===== src/rtl/apb_reg_slave.sv =====
// apb_reg_slave: APB completer with a word register file, completed-transfer counter and fixed wait states
module apb_reg_slave #(
    parameter int ADDR_WIDTH  = 3,
    parameter int SEL_WIDTH   = 2,
    parameter int SEL_INDEX   = 0,
    parameter int WRITE_WIDTH = 32,
    parameter int READ_WIDTH  = WRITE_WIDTH,
    parameter int NUM_REGS    = 8,
    parameter int WAIT_STATES = 0,
    localparam int STRB_WIDTH = (WRITE_WIDTH + 7) / 8
) (
    input  logic                   clk,
    input  logic                   reset,
    input  logic [ADDR_WIDTH:0]    addr,
    input  logic [2:0]             prot,
    input  logic [SEL_WIDTH-1:0]   sel,
    input  logic                   enable,
    input  logic                   write,
    input  logic [WRITE_WIDTH-1:0] wdata,
    input  logic [STRB_WIDTH-1:0]  strb,
    output logic                   ready,
    output logic [READ_WIDTH-1:0]  rdata,
    output logic                   slv_err
);
    localparam int IW = $clog2(NUM_REGS);
    typedef enum logic [1:0] {IDLE, WAIT, RESP} state_t;
    state_t                 state_q;
    logic [3:0]             wait_q;
    logic [ADDR_WIDTH:0]    addr_q;
    logic                   write_q, priv_q;
    logic [WRITE_WIDTH-1:0] wdata_q, mask;
    logic [STRB_WIDTH-1:0]  strb_q;
    logic [WRITE_WIDTH-1:0] regs_q [2**IW];
    logic [31:0]            cnt_q;
    logic                   ready_q, err_q;
    logic [READ_WIDTH-1:0]  rdata_q;
    logic                   setup, w, p, err;
    logic [ADDR_WIDTH:0]    a;
    int                     ai;
    logic [READ_WIDTH-1:0]  rd, resp;
    logic                   unused_bits;
    assign unused_bits = ^{prot[2:1], sel};
    assign setup = sel[SEL_INDEX] && !enable;
    // In IDLE the response is built straight from the setup phase so zero wait states still answer in the first access cycle
    assign a    = (state_q == IDLE) ? addr : addr_q;
    assign w    = (state_q == IDLE) ? write : write_q;
    assign p    = (state_q == IDLE) ? prot[0] : priv_q;
    assign ai   = int'(a);
    assign err  = ai >= NUM_REGS || (w && (ai == NUM_REGS - 1 || (ai == 0 && !p)));
    assign rd   = (ai == NUM_REGS - 1) ? READ_WIDTH'(cnt_q) : regs_q[a[IW-1:0]];
    assign resp = (err || w) ? '0 : rd;
    always_comb begin
        mask = '0;
        for (int b = 0; b < WRITE_WIDTH; b++) mask[b] = strb_q[b / 8];
    end
    always_ff @(posedge clk) begin
        if (reset) begin
            state_q <= IDLE;
            wait_q  <= '0;
            addr_q  <= '0;
            write_q <= 1'b0;
            priv_q  <= 1'b0;
            wdata_q <= '0;
            strb_q  <= '0;
            cnt_q   <= '0;
            ready_q <= 1'b0;
            rdata_q <= '0;
            err_q   <= 1'b0;
            for (int i = 0; i < 2**IW; i++) regs_q[i] <= '0;
        end else begin
            ready_q <= 1'b0;
            rdata_q <= '0;
            err_q   <= 1'b0;
            case (state_q)
                IDLE: if (setup) begin
                    addr_q  <= addr;
                    write_q <= write;
                    priv_q  <= prot[0];
                    wdata_q <= wdata;
                    strb_q  <= strb;
                    if (WAIT_STATES == 0) begin
                        state_q <= RESP;
                        ready_q <= 1'b1;
                        rdata_q <= resp;
                        err_q   <= err;
                    end else begin
                        state_q <= WAIT;
                        wait_q  <= 4'(WAIT_STATES - 1);
                    end
                end
                WAIT: if (!sel[SEL_INDEX]) begin
                    state_q <= IDLE;
                end else if (wait_q == '0) begin
                    state_q <= RESP;
                    ready_q <= 1'b1;
                    rdata_q <= resp;
                    err_q   <= err;
                end else begin
                    wait_q <= wait_q - 4'd1;
                end
                RESP: begin
                    state_q <= IDLE;
                    if (!err_q) begin
                        cnt_q <= cnt_q + 32'd1;
                        if (write_q) regs_q[addr_q[IW-1:0]] <= (regs_q[addr_q[IW-1:0]] & ~mask) | (wdata_q & mask);
                    end
                end
                default: state_q <= IDLE;
            endcase
        end
    end
    assign ready   = ready_q;
    assign rdata   = rdata_q;
    assign slv_err = err_q;
endmodule


===== config.mk =====
export PLATFORM = sky130hd
export DESIGN_NAME = apb_reg_slave
export DESIGN_NICKNAME = d
export VERILOG_FILES = /design/src/rtl/apb_reg_slave.sv
export SDC_FILE = /design/constraint.sdc
export NUM_CORES = 1
export LEC_CHECK = 0
export BUFFER_PORTS_ARGS = -buffer_cell sky130_fd_sc_hd__buf_2
export CAP_MARGIN = 30
export CORE_MARGIN = 3
export CORE_UTILIZATION = 50
export CTS_BUF_LIST = sky130_fd_sc_hd__clkbuf_4
export DETAILED_ROUTE_END_ITERATION = 8
export GPL_TIMING_DRIVEN = 0
export PLACE_DENSITY = 0.67
export REMOVE_ABC_BUFFERS = 1
export SYNTH_ARGS = -nofsm -noshare
export SYNTH_HDL_FRONTEND = slang
export SYNTH_SLANG_ARGS = --single-unit

===== constraint.sdc =====
create_clock -name clk -period 3.3 [get_ports clk]
set_clock_uncertainty 0.2 [all_clocks]
set_input_delay 0.33 -clock clk [delete_from_list [all_inputs] [get_ports clk]]
set_output_delay 0.33 -clock clk [all_outputs]
set_load 0.01 [all_outputs]

# [Word-level counts from Yosys, hierarchy flattened]
# Memory sizes are Yosys's and may differ from the RTL's. A register that Yosys moved wholly into a read port is not among the register bits.
# Index checks and enable logic that the tools add are counted.
[classes] order_cmp=1 add_sub_neg=2 bitwise=6 reduce_logical=16 muxes=33 eq_ne=5
[ops] op="32-bit 2-to-1 mux" count=6
[ops] op="32-bit bitwise AND" count=2
[ops] op="32-bit case mux with 2 select lines" count=1
[ops] op="32-bit by 1-bit adder with 32-bit output, second input constant" count=1
[ops] op="32-bit logical NOT" count=1
[ops] op="32-bit inverter" count=1
[ops] op="32-bit bitwise OR" count=1
[ops] op="32-bit OR reduction" count=1
[ops] op="1-bit 2-to-1 mux" count=16
[ops] op="3-bit 2-to-1 mux" count=3
[ops] op="2-bit 2-to-1 mux" count=3
[ops] op="2-bit AND reduction" count=3
[ops] op="4-bit equality test, second input constant" count=1
[ops] op="4-bit greater-or-equal comparator, second input constant" count=1
[ops] op="4-bit logical NOT" count=1
[ops] op="4-bit 2-to-1 mux" count=1
[ops] op="1-bit case mux with 2 select lines" count=2
[ops] op="2-bit case mux with 2 select lines" count=1
[ops] op="4-bit by 1-bit subtractor with 4-bit output, second input constant" count=1
[ops] op="1-bit logical AND" count=3
[ops] op="1-bit logical OR" count=3
[ops] op="3-bit != test, second input constant" count=1
[ops] op="3-bit AND reduction" count=1
[ops] op="2-bit by 1-bit equality test with 1-bit output, second input constant" count=1
[ops] op="5 further kinds" count=7
[totals] ramBits=256 n_memories=1 regBits=114
[mem_list] memory="regs_q" depth=8 width=32 rd=2 rd_clocked_by_memory_dff=1 wr=8 line="33" source="logic [WRITE_WIDTH-1:0] regs_q [2**IW];"

# [Depth between registers and ports, before layout]
[logic_depth] ltp_word=12 mapped_depth=7

# [Least setup slack after synthesis]
# Ideal clock, no wire load.
[synth_timing] path_kind="register to register" startpoint="register state_q[1]" endpoint="memory regs_q[6][0] (enable)" synth_period_minus_slack_ns=2.600 arrival_time_ns=2.006 setup_time_ns=0.394 path_slack_ns=0.700 t_required_ns=2.706 path_stages_with_launch=6 cell_sequence="dfxtp_1 > buf_4 > nor2b_1 > and4bb_2 > nand3_1 > nand2b_1"
[synth_lines] item="from (decl)" line="27" source="state_t state_q;"
[synth_lines] item="from (signal assigned)" line="58" source="state_q <= IDLE;"
[synth_lines] item="from (signal assigned)" line="82" source="state_q <= RESP;"
[synth_lines] item="from (signal assigned)" line="87" source="state_q <= WAIT;"
[synth_lines] item="to (decl)" line="33"

==> impl_metrics.env <==
export IMPL_drive_above_1_share_pct=23.0
export IMPL_async_reset_ff_share_pct=0
export IMPL_synth_top_family_by_area="multiplexers"
export IMPL_drc=0
export IMPL_cts_made_buffers=97
export IMPL_grt_max_degree=92
export IMPL_area_growth_pct=19.5
export IMPL_pwr_density_cell_nw_per_um2=484
export IMPL_rows=68
export IMPL_drtIter0Drc=1429
export IMPL_grt_setup_unrepaired="false"
export IMPL_synth_xor_area_share_pct=0.491
export IMPL_maxSlewViolCount=0
export IMPL_cp_arrival_ns=3.41
export IMPL_synth_top_area_share_pct=43.1
export IMPL_overflow=0
export IMPL_ys_seq_elements=368
export IMPL_irDropWorstVdd_v=0.000243
export IMPL_synth_adder_area_share_pct=0.0702
export IMPL_synth_cell_types=48
export IMPL_drt_wl_total_um=51700
export IMPL_max_freq_ghz=0.314
export IMPL_hold_class="in -> reg"
export IMPL_place_inst=1924
export IMPL_start_util_pct=51.1
export IMPL_root_buffer="clkbuf_4"
export IMPL_die_area_um2=38000
export IMPL_reg2reg_depth=6
export IMPL_syn_area_per_cell_um2=12.2
export IMPL_htree_levels=3
export IMPL_fin_crit_ns=3.19
export IMPL_worst_pin_slew_ns=0.837
export IMPL_yosys_area_share_simple_pct=14.0
export IMPL_synth_area_um2=17800
export IMPL_final_hold_viol_count=0
export IMPL_ys_top_cells_by_area="edfxtp_1 43%, dfxtp_1 13%, mux4_1 7.2%"
export IMPL_synth_warnings=0
export IMPL_swShare_pct=25.0
export IMPL_fp_dieW_um=195
export IMPL_crit_type="reg -> reg"
export IMPL_io_buffers=79
export IMPL_cts_tree="yes"
export IMPL_dr_total_vias=13400
export IMPL_synthMuxAreaShare_pct=19.6
export IMPL_path_max_fanout=25
export IMPL_slew_headroom_pct=44.2
export IMPL_startpoint_type="flip-flop"
export IMPL_synth_common_cells="280 x nor2_1, 256 x edfxtp_1, 230 x nand2_1"
export IMPL_pwr_share_seq_pct=50.1
export IMPL_status="finished, final reports clean"
export IMPL_place_congestion=0.759
export IMPL_grt_pass1_wl_um=78500
export IMPL_clk_latency_ns=0.78
export IMPL_clockBufferDepth=3
export IMPL_synth_edf_count=256
export IMPL_clkSinkCount=368
export IMPL_layout_nets=1692
export IMPL_synth_seq_area_share_pct=55.7
export IMPL_fin_crit_sh_pct=96.5
export IMPL_grt_use_total_pct=27.1
export IMPL_grt_pass1_vias=13500
export IMPL_fin_cells=2178
export IMPL_max_cap_viol_count=0
export IMPL_p_int_mw=7.73
export IMPL_critPathCaptureType="flip-flop"
export IMPL_clkPwrFrac_pct=39.5
export IMPL_synth_compound_area_share_pct=7.24
export IMPL_chipHeight_um=195
export IMPL_place_hpwl_um=30800
export IMPL_p_comb_share_pct=10.4
export IMPL_antenna_found_initial=1
export IMPL_final_core_util_pct=61.1
export IMPL_leakagePower_nw=7.72
export IMPL_syn_inst=1466
export IMPL_synth_top_area_cell="edfxtp_1"
export IMPL_vias_per_cell=6.14
export IMPL_core_um2=34900
export IMPL_ant_nets=0
export IMPL_whs_path_depth=5
export IMPL_synth_ff_type="edfxtp_1"
export IMPL_clk_pin_slew_ns=0.06
export IMPL_switching_power_mw=2.58
export IMPL_ios=83
export IMPL_setup_viol=0
export IMPL_required_ns=3.52
export IMPL_wire_per_inst_um=23.7
export IMPL_fill_cells=2797
export IMPL_first_pass_iters=5
export IMPL_synth_most_common_cell="nor2_1"
==> path summary, 6_finish.rpt <==
check	startpoint	end	slack, ns
max	state_q[1]	regs_q[7][5]	0.11
min	enable	flip-flop	0.11
min reg2reg	addr_q[3]	addr_q[3]	0.25
max reg2reg	state_q[1]	regs_q[7][5]	0.11
==> through the flow <==
| stage | setup WS [ns] | power [mW] | hold WS [ns] | area, µm² | TNS, ns |
|---|---|---|---|---|---|
| after detailed placement | -0.416 | 6.26 | 0.249 | 19300 | -41.39 |
| after floorplan | -0.746 | 5.86 | 0.199 | 17300 | -186.15 |
| after global placement | -3.29 | 6.17 | 0.242 | 18300 | -1419.33 |
| after CTS | 0.118 | 10.4 | 0.0333 | 21300 | 0 |
| after global routing | 0.0567 | 10.8 | 0.137 | 21300 | 0 |
| final | 0.114 | 10.3 | 0.107 | 21300 | 0 |
==> layout make-up <==
class | instances | area (µm²) | area share, %
Sequential cell | 368 | 9940 | 46.6
Multi-Input combinational cell | 983 | 7490 | 35.1
Timing Repair Buffer | 190 | 2020 | 9.49
Clock buffer | 155 | 1160 | 5.46
Tap cell | 455 | 569 | 2.67
Clock inverter | 24 | 120 | 0.564
Inverter | 2 | 7.51 | 0.0352
Antenna cell | 1 | 2.50 | 0.0117
==> per-layer routing <==
metal	track usage (%)	share of wire, %
met5	0	0
met4	11.4	3.3
met3	6.00	10
met2	45.3	49
met1	34.2	37
==> cells in the final DEF (no fill, tap or decap), types with 4 or more instances in the layout <==
cell,n
and4_1,4
dlygate4sd3_1,74
clkinv_1,19
a32oi_1,64
nor2_1,279
buf_16,19
buf_2,78
nand4_1,9
a21oi_1,55
nor4_1,7
buf_12,18
nand2b_2,7
mux2_2,38
mux2i_1,66
a32o_1,32
mux4_2,15
or4_1,7
dfxtp_1,108
nand2_1,224
mux4_1,49
o31ai_1,6
or3_1,7
xor2_1,7
edfxtp_1,256
nand3_1,12
o21ai_0,8
nand2_2,5
nor2b_1,10
clkbuf_4,155
mux2i_4,33
==> timing repair <==
action                                  CTS  global route
endpoints found under the setup margin  231            23
endpoints found under the hold margin    58             0
resized for setup                         4             1
hold buffers                             74             0
setup buffers                             0             0
==> power groups by stage <==
| stage | logic, mW | clock network (mW) | registers [mW] |
|---|---|---|---|
| 5_1_grt | 1.13 | 4.44 | 5.18 |
| 4_1_cts | 1.06 | 4.16 | 5.17 |
| 6_report | 1.07 | 4.08 | 5.17 |
| 2_1_floorplan | 0.596 | 0 | 5.26 |
| 3_5_place_dp | 0.993 | 0 | 5.27 |
| 3_3_place_gp | 0.860 | 0 | 5.31 |
==> logic make-up after synthesis <==
logic type,count (synthesis)
AO/OA/AOI/OAI,171
buffers and inverters,115
XOR/XNOR,10
adder cells (fa/ha/maj),1
AND/OR/NAND/NOR,597
multiplexers,204
flip-flops,368
==> worst max-delay path: stages (launching register included) <==
cell and delay, ns:
dfxtp_4 0.54, nor2b_2 0.31, and4b_1 0.42, nand3_2 0.35, buf_12 0.31, nand2b_2 0.38, buf_12 0.30
==> sequential cells by signal, summed over array words and instances, names as in the netlist, named ones only <==
name,count
regs_q,256
cnt_q,32
rdata,32
wdata_q,32
addr_q,4
strb_q,4
priv_q,1
ready,1
slv_err,1
state_q,1
write_q,1
No activity file was read; power rests on OpenSTA's default activity.
